<file path="config.mk">
export PLATFORM = sky130hd
export DESIGN_NAME = prog_loader_flat
export DESIGN_NICKNAME = d
export VERILOG_FILES = /design/src/rtl/prog_loader_if.sv /design/src/rtl/prog_loader.sv /design/src/flat_wrapper.sv
export SDC_FILE = /design/constraint.sdc
export NUM_CORES = 1
export LEC_CHECK = 0
export ABC_AREA = 1
export CORE_UTILIZATION = 36
export DETAILED_ROUTE_END_ITERATION = 8
export PLACE_DENSITY = 0.75
export RECOVER_POWER = 50
export SKIP_LAST_GASP = 1
export SYNTH_ARGS = -nofsm -noshare
export SYNTH_HDL_FRONTEND = slang
export SYNTH_SLANG_ARGS = --single-unit
</file>
<file path="constraint.sdc">
create_clock -name clk -period 1.36 [get_ports clk]
set_clock_uncertainty 0.2 [all_clocks]
set_input_delay 0.408 -clock clk [delete_from_list [all_inputs] [get_ports clk]]
set_output_delay 0.408 -clock clk [all_outputs]
set_load 0.01 [all_outputs]
</file>
<file path="src/rtl/prog_loader_if.sv">
// ----------------------------------------------------------------------------
// prog_loader_if -- byte-stream and program-memory bus of the program loader.
//
// Signals
//   in_valid   source -> loader   byte-stream source has data
//   in_data    source -> loader   program byte
//   in_ready   loader -> source   loader accepts in_data this cycle
//   mem_we     loader -> memory   program-memory write enable
//   mem_w_addr loader -> memory   program-memory write address
//   mem_w_data loader -> memory   program-memory write data
//   mem_r_addr loader -> memory   program-memory read address (verify pass)
//   mem_r_data memory -> loader   read data, combinational from mem_r_addr
//
// Modports
//   slave  : the loader side (consumes the byte stream, drives the memory bus)
//   master : the environment side (byte source plus program memory)
// ----------------------------------------------------------------------------
interface prog_loader_if;
    logic       in_valid;
    logic [7:0] in_data;
    logic       in_ready;
    logic       mem_we;
    logic [3:0] mem_w_addr;
    logic [7:0] mem_w_data;
    logic [3:0] mem_r_addr;
    logic [7:0] mem_r_data;

    modport slave (
        input  in_valid, in_data, mem_r_data,
        output in_ready, mem_we, mem_w_addr, mem_w_data, mem_r_addr
    );

    modport master (
        output in_valid, in_data, mem_r_data,
        input  in_ready, mem_we, mem_w_addr, mem_w_data, mem_r_addr
    );
endinterface

</file>
<file path="src/rtl/prog_loader.sv">
// ----------------------------------------------------------------------------
// prog_loader -- streams NUM_WORDS program bytes into a program memory while
// holding the CPU in reset, optionally reading the memory back to verify an
// XOR checksum.
//
// Parameters
//   NUM_WORDS  bytes loaded per session (1..16)
//
// Ports
//   clk       single clock, all state on rising edge
//   rst_n     asynchronous active-low reset
//   start     one-cycle request to begin a session (honoured in IDLE/DONE)
//   bus       prog_loader_if.slave: byte stream in, memory write/read bus out
//   cpu_hold  holds the CPU in reset while memory is rewritten
//   busy      session in progress
//   done      last session completed (level, DONE state only)
//   error     verify checksum mismatch, sticky until the next start
//
// Configuration
//   LOADER_VERIFY_EN  when defined, a VERIFY state reads back all NUM_WORDS
//                     addresses and compares their XOR against the checksum
//                     of the accepted bytes. When undefined, FLUSH goes
//                     straight to DONE, mem_r_addr and error are tied to 0.
// ----------------------------------------------------------------------------
module prog_loader #(
    parameter int NUM_WORDS = 16
) (
    input  logic         clk,
    input  logic         rst_n,
    input  logic         start,
    prog_loader_if.slave bus,
    output logic         cpu_hold,
    output logic         busy,
    output logic         done,
    output logic         error
);

`ifdef LOADER_VERIFY_EN
    typedef enum logic [2:0] {IDLE, LOAD, FLUSH, VERIFY, DONE} state_e;
`else
    typedef enum logic [2:0] {IDLE, LOAD, FLUSH, DONE} state_e;
`endif

    localparam logic [3:0] LAST_IDX = 4'(NUM_WORDS - 1);

    state_e     state_q, state_d;
    logic [3:0] idx_q, idx_d;        // index of the next byte to accept
    logic [7:0] csum_q, csum_d;      // XOR of all accepted bytes
    logic       we_q, we_d;
    logic [3:0] waddr_q, waddr_d;
    logic [7:0] wdata_q, wdata_d;

`ifdef LOADER_VERIFY_EN
    logic [3:0] raddr_q, raddr_d;
    logic [7:0] rsum_q, rsum_d;      // XOR of bytes read back so far
    logic       error_q, error_d;
`endif

    // NOTE: every signal assigned in this block gets a default first, so no
    // path through the case statement can leave it unassigned and infer a latch.
    always_comb begin
        state_d = state_q;
        idx_d   = idx_q;
        csum_d  = csum_q;
        we_d    = 1'b0;              // write strobe is a single-cycle pulse
        waddr_d = waddr_q;
        wdata_d = wdata_q;
`ifdef LOADER_VERIFY_EN
        raddr_d = raddr_q;
        rsum_d  = rsum_q;
        error_d = error_q;
`endif
        unique case (state_q)
            IDLE, DONE: begin
                if (start) begin
                    state_d = LOAD;
                    idx_d   = '0;
                    csum_d  = '0;
`ifdef LOADER_VERIFY_EN
                    raddr_d = '0;
                    rsum_d  = '0;
                    error_d = 1'b0;
`endif
                end
            end
            LOAD: begin
                if (bus.in_valid) begin
                    we_d    = 1'b1;
                    waddr_d = idx_q;
                    wdata_d = bus.in_data;
                    csum_d  = csum_q ^ bus.in_data;
                    // The index stops at the last word rather than wrapping,
                    // so address 0 can never be rewritten within a session.
                    if (idx_q == LAST_IDX) begin
                        state_d = FLUSH;
                    end else begin
                        idx_d = idx_q + 4'd1;
                    end
                end
            end
            FLUSH: begin
                // The registered write of the last byte is on the bus now.
`ifdef LOADER_VERIFY_EN
                state_d = VERIFY;
`else
                state_d = DONE;
`endif
            end
`ifdef LOADER_VERIFY_EN
            VERIFY: begin
                rsum_d = rsum_q ^ bus.mem_r_data;
                if (raddr_q == LAST_IDX) begin
                    error_d = (rsum_d != csum_q);
                    state_d = DONE;
                end else begin
                    raddr_d = raddr_q + 4'd1;
                end
            end
`endif
            default: state_d = IDLE;
        endcase
    end

    // NOTE: sequential state uses non-blocking assignments so every flop
    // samples its _d value from before the edge, independent of block order.
    always_ff @(posedge clk or negedge rst_n) begin
        if (!rst_n) begin
            state_q <= IDLE;
            idx_q   <= '0;
            csum_q  <= '0;
            we_q    <= 1'b0;
            waddr_q <= '0;
            wdata_q <= '0;
`ifdef LOADER_VERIFY_EN
            raddr_q <= '0;
            rsum_q  <= '0;
            error_q <= 1'b0;
`endif
        end else begin
            state_q <= state_d;
            idx_q   <= idx_d;
            csum_q  <= csum_d;
            we_q    <= we_d;
            waddr_q <= waddr_d;
            wdata_q <= wdata_d;
`ifdef LOADER_VERIFY_EN
            raddr_q <= raddr_d;
            rsum_q  <= rsum_d;
            error_q <= error_d;
`endif
        end
    end

    assign bus.in_ready   = (state_q == LOAD);
    assign bus.mem_we     = we_q;
    assign bus.mem_w_addr = waddr_q;
    assign bus.mem_w_data = wdata_q;
    assign done           = (state_q == DONE);

`ifdef LOADER_VERIFY_EN
    assign busy           = (state_q == LOAD) || (state_q == FLUSH) || (state_q == VERIFY);
    assign bus.mem_r_addr = raddr_q;
    assign error          = error_q;
`else
    logic unused_r_data;
    assign unused_r_data  = ^bus.mem_r_data;
    assign busy           = (state_q == LOAD) || (state_q == FLUSH);
    assign bus.mem_r_addr = '0;
    assign error          = 1'b0;
`endif

    assign cpu_hold = busy;

endmodule

</file>
<file path="src/flat_wrapper.sv">
// flat-port wrapper written by rule: the top's interface ports become plain ports
module prog_loader_flat 
#(
    parameter int NUM_WORDS = 16
)
  (clk, rst_n, start, cpu_hold, busy, done, error, bus_in_valid, bus_in_data, bus_mem_r_data, bus_in_ready, bus_mem_we, bus_mem_w_addr, bus_mem_w_data, bus_mem_r_addr);
  prog_loader_if bus_i ();
  input  logic clk;
  input  logic rst_n;
  input  logic start;
  output logic cpu_hold;
  output logic busy;
  output logic done;
  output logic error;
  input wire logic [$bits(bus_i.in_valid)-1:0] bus_in_valid;
  input wire logic [$bits(bus_i.in_data)-1:0] bus_in_data;
  input wire logic [$bits(bus_i.mem_r_data)-1:0] bus_mem_r_data;
  output wire logic [$bits(bus_i.in_ready)-1:0] bus_in_ready;
  output wire logic [$bits(bus_i.mem_we)-1:0] bus_mem_we;
  output wire logic [$bits(bus_i.mem_w_addr)-1:0] bus_mem_w_addr;
  output wire logic [$bits(bus_i.mem_w_data)-1:0] bus_mem_w_data;
  output wire logic [$bits(bus_i.mem_r_addr)-1:0] bus_mem_r_addr;
  assign bus_i.in_valid = bus_in_valid;
  assign bus_i.in_data = bus_in_data;
  assign bus_i.mem_r_data = bus_mem_r_data;
  assign bus_in_ready = bus_i.in_ready;
  assign bus_mem_we = bus_i.mem_we;
  assign bus_mem_w_addr = bus_i.mem_w_addr;
  assign bus_mem_w_data = bus_i.mem_w_data;
  assign bus_mem_r_addr = bus_i.mem_r_addr;
  prog_loader #(.NUM_WORDS(NUM_WORDS)) u_core (.clk(clk), .rst_n(rst_n), .start(start), .bus(bus_i), .cpu_hold(cpu_hold), .busy(busy), .done(done), .error(error));
endmodule
</file>
==> results.json, run 1 <==
{
  "core_region_area_sq_um": 2320,
  "period_needed_ns": 1.79,
  "hp-start": "u_core.bus.mem_w_data[3]$_DFFE_PN0P_",
  "dieHeight_microns": 52.6,
  "crit_family": "flip-flops",
  "cp.arrival_ns": 1.18,
  "die_w_microns": 52.6,
  "wl_per_cell_microns": 10.5,
  "clock_sinks": 19,
  "status": "finished with violations",
  "reg2reg_from": "u_core.state_q[1]$_DFFE_PN0P_",
  "drtAntennaViolNets": 0,
  "failed_checks": "negative setup slack",
  "grt_pass1_vias": 792,
  "fin_hold_ws_ns": 0.286,
  "antenna_found_initial": 0,
  "io_pins": 42,
  "clk_latency_ns": 0.30,
  "crit_path_end_kind": "output port",
  "holdPathStages": 2,
  "slew_violations": 0,
  "peakVddDrop_uv": 1720,
  "crit_fanout": 3,
  "power.leakage_nw": 0.794,
  "r2r_slack_ns": -0.27,
  "grt_max_degree": 20,
  "nFillCells": 209,
  "startpoint": "u_core.state_q[0]$_DFFE_PN0P_",
  "dr_total_vias": 871,
  "area_growth_syn_to_layout_pct": 53.6,
  "yosysTopAreaCellShare": 0.516,
  "place_inst": 181,
  "cap_violations": 0,
  "viasPerCell": 4.47,
  "r2r_end": "u_core.idx_q[0]$_DFFE_PN0P_",
  "path_buf_inv": 2,
  "drtPass1Iterations": 4,
  "crit_chain": "ha_4 -> inv_4 -> buf_6",
  "setup_viol": 33,
  "synth_area_leader_cell": "dfrtp_1",
  "layout_common_cells": "nand2_1 (53), buf_4 (19), dfrtp_1 (19), buf_2 (13), clkdlybuf4s50_1 (10)",
  "min_to": "u_core.bus.mem_w_data[3]$_DFFE_PN0P_",
  "critPathLaunchType": "register",
  "stdcell_count": 195,
  "seqCellArea_sq_um": 475,
  "dp_hpwl_microns": 1440,
  "reg2reg_depth": 9,
  "final_common_cell": "nand2_1",
  "cts_root_buf": "clkbuf_4",
  "fmax_ghz": 0.559,
  "cpMaxStageDelayCell": "dfrtp_1",
  "hold_buffers": 0,
  "drcViolationCount": 0,
  "nNetsFinal": 191,
  "drive_above_1_share": 0.365,
  "clk_path_buf_depth": 2,
  "cts_tree": "done",
  "crit_type": "register to output port",
  "cp.required_ns": 0.75,
  "yosys_warnings": 0,
  "avgSynthCellArea_sq_um": 7.95,
  "synthCells": 116,
  "power_density_nw_per_um2": 2200,
  "finalCritPeriodShare": 1.32,
  "slowest_delay_ns": 0.44,
  "die_area_sq_um": 2770,
  "ys_seq_area_frac": 0.516,
  "mappedNetlistArea_sq_um": 922,
  "grtUsageTotal": 0.167,
  "ys_ff_latch": 19,
  "routed_wl_microns": 2050,
  "gp_congestion": 0.754,
  "synth_cell_types": 15,
  "rsz0062_at_grt": "true",
  "drt_first_iter_violations": 14,
  "grt-ovfl-total": 0,
  "setup_ws_ns": -0.429,
  "path_clk_slew_ns": 0.10,
  "initial_utilization": 0.398,
  "antenna_cells": 0,
  "hold_viol_final": 0,
  "multi_input_area_sq_um": 428,
  "cts_buffers": 3,
  "h-tree-depth": 1,
  "min_path_type": "register to register",
  "grt_pass1_wl_microns": 3250,
  "row_count": 17,
  "io_buffers": 28,
  "synth.area.top_cells": "dfrtp_1 (52%), nand2_1 (24%), buf_4 (5.7%), ha_1 (4.1%), inv_1 (2.4%)"
}
[registers in the layout (all words and copies together), names as in the netlist]
name                   cells
u_core.bus.mem_w_data      8
u_core.bus.mem_w_addr      4
u_core.idx_q               4
u_core.state_q             2
u_core.bus.mem_we          1
[synthesized netlist by cell type]
cell,instances
nand2_1,59
dfrtp_1,19
buf_4,7
inv_1,6
nor2_1,6
ha_1,3
inv_2,3
nand2_2,3
nand3_1,3
o21ai_1,2
a21oi_1,1
buf_2,1
conb_1,1
o21ai_0,1
o21ai_4,1
[timing repair]
action / in CTS / in global routing
cloned: 0 / 0
endpoints found under the setup margin: 34 / 34
setup buffers: 6 / 5
resized for setup: 83 / 8
endpoints found under the hold margin: 0 / 0
pin swaps: 4 / 6
[cell families (layout without fill, tap and decap cells)]
group                    Yosys count  after routing  synth area share
AO/OA/AOI/OAI                      5              5            0.0393
flip-flops                        19             19             0.516
adder cells (fa/ha/maj)            3              3            0.0407
buffers and inverters             17             64            0.0990
other                              1              5           0.00407
AND/OR/NAND/NOR                   71             71             0.301
[how the worst max path moves through the flow]
stage | slack [ns] | cells after the start | end
floorplan | -0.1 | 3 | cpu_hold
global placement | -0.47 | 4 | busy
detailed placement | -0.49 | 4 | cpu_hold
CTS | -0.44 | 3 | cpu_hold
global route | -0.48 | 3 | cpu_hold
finish | -0.43 | 3 | cpu_hold
[layout make-up]
| type | instances | share of cell area |
|---|---|---|
| flip-flops and latches | 19 | 0.336 |
| multi-input cells | 84 | 0.302 |
| repair buffers | 51 | 0.286 |
| inverters | 9 | 0.0327 |
| well taps | 28 | 0.0247 |
| clock buffers | 4 | 0.0186 |
[metal layers]
layer | share of wire | wire length, microns | track usage
met2 | 0.51 | 1050 | 0.302
met3 | 0.066 | 135 | 0.0348
met5 | 0 | 0 | 0
met4 | 0.021 | 44 | 0.0921
met1 | 0.40 | 827 | 0.177
[stage by stage]
step	TNS, ns	power, mW	setup WS (ns)	cell area, sq um	util
after floorplan	-0.0992	1.81	-0.0986	956	-
after global placement	-8.16	2.50	-0.470	1320	0.569
after detailed placement	-8.63	2.54	-0.487	1320	0.569
after CTS	-4.36	2.97	-0.439	1380	0.594
after global routing	-6.14	3.38	-0.476	1420	0.611
final	-4.32	3.11	-0.429	1420	0.611
[power breakdown]
group	internal [mW]	leakage, nW	total (mW)	switching, mW
logic	0.991	0.536	1.97	0.975
registers	0.766	0.243	0.866	0.0999
clock network	0.114	0.0150	0.282	0.168
total	1.87	0.794	3.11	1.24
[tightest hold or removal path, cell delays in order, from the launching register on]
cell,delay (ns)
dfrtp_1,0.35
nand2_1,0.05
nand2_1,0.06
(Power assumes the default switching activity.)
==> run 2: changes to the inputs <==
- CELL_PAD_IN_SITES_DETAIL_PLACEMENT: default -> 1
- CELL_PAD_IN_SITES_GLOBAL_PLACEMENT: default -> 1
- CORE_ASPECT_RATIO: default -> 0.5
- CORE_UTILIZATION: 36 -> 25
- PLACE_DENSITY: 0.75 -> 0.74
==> run 2 against run 1 <==
Against the previous run: the flow still finishes with violations (negative setup slack); power is 18% higher; sequential power up 3.8%; wire length up 34%; sequential share of layout area fell by 3.8 points; first-iteration DRC count rose by 110%; worst hold slack about the same; critical endpoint unchanged; flip-flop and latch count is the same; global-route usage fell by 2.4 points; via count rose by 7.6%; setup slack better by 0.022 ns.
==> results.json, run 2 (synthesis results as in run 1) <==
{
  "drtPass1Iterations": 3,
  "drt_first_iter_violations": 30,
  "totalPowerFinal_mw": 3.67,
  "design_area_sq_um": 1600,
  "p_comb_frac": 0.647,
  "routed_wl_microns": 2750,
  "fmax_ghz": 0.566,
  "min_path_type": "register to register",
  "clk_latency_ns": 0.26,
  "hold_buffers": 0,
  "nFillCells": 419,
  "slew_violations": 0,
  "place_area_sq_um": 1360,
  "final_common_cell": "nand2_1",
  "power_density_nw_per_um2": 2300,
  "status": "finished with violations",
  "met1_usage": 0.156,
  "grtUsageMet2": 0.270,
  "busiest_layer": "met2",
  "h-tree-depth": 1,
  "crit_family": "flip-flops",
  "layout_common_cells": "nand2_1 (35), nand2_2 (21), buf_4 (21), dfrtp_1 (19), buf_2 (13)",
  "clk_path_buf_depth": 2,
  "netSwitchingPower_mw": 1.51,
  "power.leakage_nw": 0.849,
  "cts_root_buf": "clkbuf_8",
  "io_pins": 42,
  "critPathLaunchType": "register",
  "die_area_sq_um": 3950,
  "dp_hpwl_microns": 1750,
  "clockPowerShare": 0.108,
  "grt-ovfl-total": 0,
  "antenna_cells": 0,
  "antenna_found_initial": 0,
  "rsz0062_at_grt": "true",
  "cp.required_ns": 0.75,
  "clock_sinks": 19,
  "setup_viol": 35,
  "hold_viol_final": 0,
  "switching_share": 0.411,
  "cap_violations": 0,
  "stdcell_count": 223,
  "core_region_area_sq_um": 3470,
  "grt_max_degree": 20,
  "path_buf_inv": 2,
  "p_int_mw": 2.16,
  "finalCritPeriodShare": 1.30,
  "failed_checks": "negative setup slack",
  "tns_ns": -5.53,
  "path_clk_slew_ns": 0.07,
  "row_count": 15,
  "drcViolationCount": 0,
  "drive_above_1_share": 0.506,
  "peakVddDrop_uv": 547,
  "viasPerCell": 4.20,
  "largest_register_ffs": 8,
  "crit_chain": "ha_4 -> inv_4 -> buf_6",
  "period_needed_ns": 1.77,
  "place_inst": 206,
  "cpMaxStageDelayCell": "dfrtp_1",
  "gp_congestion": 0.715,
  "crit_path_end_kind": "output port",
  "r2r_slack_ns": -0.33,
  "met3_usage": 0.0384,
  "pre_cts_slack_ns": -0.504,
  "grtUsageTotal": 0.143,
  "crit_type": "register to output port",
  "cts_buffers": 3,
  "dieHeight_microns": 44.9,
  "dr_total_vias": 937,
  "p_seq_frac": 0.245,
  "wl_per_cell_microns": 12.3,
  "nNetsFinal": 196,
  "die_w_microns": 87.9,
  "grt_pass1_vias": 892,
  "setup_ws_ns": -0.407,
  "crit_fanout": 3,
  "initial_utilization": 0.266,
  "io_buffers": 28,
  "cp.arrival_ns": 1.16,
  "drtAntennaViolNets": 0,
  "grt_pass1_wl_microns": 4160,
  "slowest_delay_ns": 0.44,
  "cts_tree": "done",
  "area_growth_syn_to_layout_pct": 73.3
}
==> run 2: changes by cell type in the layout (fill, tap and decap cells not counted), moves of 2 or more <==
cell      delta
clkbuf_8     +3
buf_6        +4
nand2_1     -18
buf_4        +2
clkbuf_4     -3
nand2_2     +15
nand2_4      +3
==> run 2: path summary, 6_finish.rpt <==
kind | endpoint | cells past startpoint | start
worst min register to register | u_core.bus.mem_w_data[2]$_DFFE_PN0P_ | 2 | u_core.bus.mem_w_data[2]$_DFFE_PN0P_
min in group asynchronous | u_core.bus.mem_w_data[2]$_DFFE_PN0P_ | 2 | rst_n
worst max register to register | u_core.idx_q[3]$_DFFE_PN0P_ | 9 | u_core.state_q[1]$_DFFE_PN0P_
worst min-delay path | u_core.bus.mem_w_data[2]$_DFFE_PN0P_ | 2 | u_core.bus.mem_w_data[2]$_DFFE_PN0P_
max in group asynchronous | u_core.bus.mem_w_addr[3]$_DFFE_PN0P_ | 2 | rst_n
worst max-delay path | cpu_hold | 3 | u_core.state_q[0]$_DFFE_PN0P_
==> run 2: metal layers <==
metal  up-vias  wire [microns]
met3         6              88
met4         0              44
li1        450               -
met2        22            1520
met5         -               0
met1       459            1100
==> run 2: stage by stage <==
stage,hold slack (ns),utilization
finish,0.286,0.460
global route,0.315,0.460
global placement,0.262,0.393
detailed placement,0.270,0.393
floorplan,-0.0876,-
CTS,0.284,0.422
==> run 2: what timing repair did <==
action | CTS | global route
pin swaps | 10 | 21
setup buffers | 8 | 6
cloned | 0 | 0
setup endpoints to repair | 34 | 35
resized for setup | 89 | 34
==> run 2: worst min-delay path: cells and delay by family, from the launching register on <==
family / cells / cell delay, ns
AND/OR/NAND/NOR: 2 / 0.10
flip-flops: 1 / 0.36
==> run 2: layout make-up <==
type                            count  area (sq um)  share of cell area
Clock buffer                        4          45.0              0.0282
Tap cell                           51          63.8              0.0399
Sequential cell                    19           475               0.298
Multi-Input combinational cell     84           517               0.323
Timing Repair Buffer               56           453               0.283
Inverter                            9          43.8              0.0274
==> run 2: power groups by stage <==
stage               clock network, mW  logic [mW]  registers, mW
floorplan                           0       0.841          0.966
global placement                    0        1.69          0.881
detailed placement                  0        1.75          0.895
CTS                             0.404        1.97          0.872
global route                    0.433        2.57          0.916
finish                          0.395        2.37          0.899
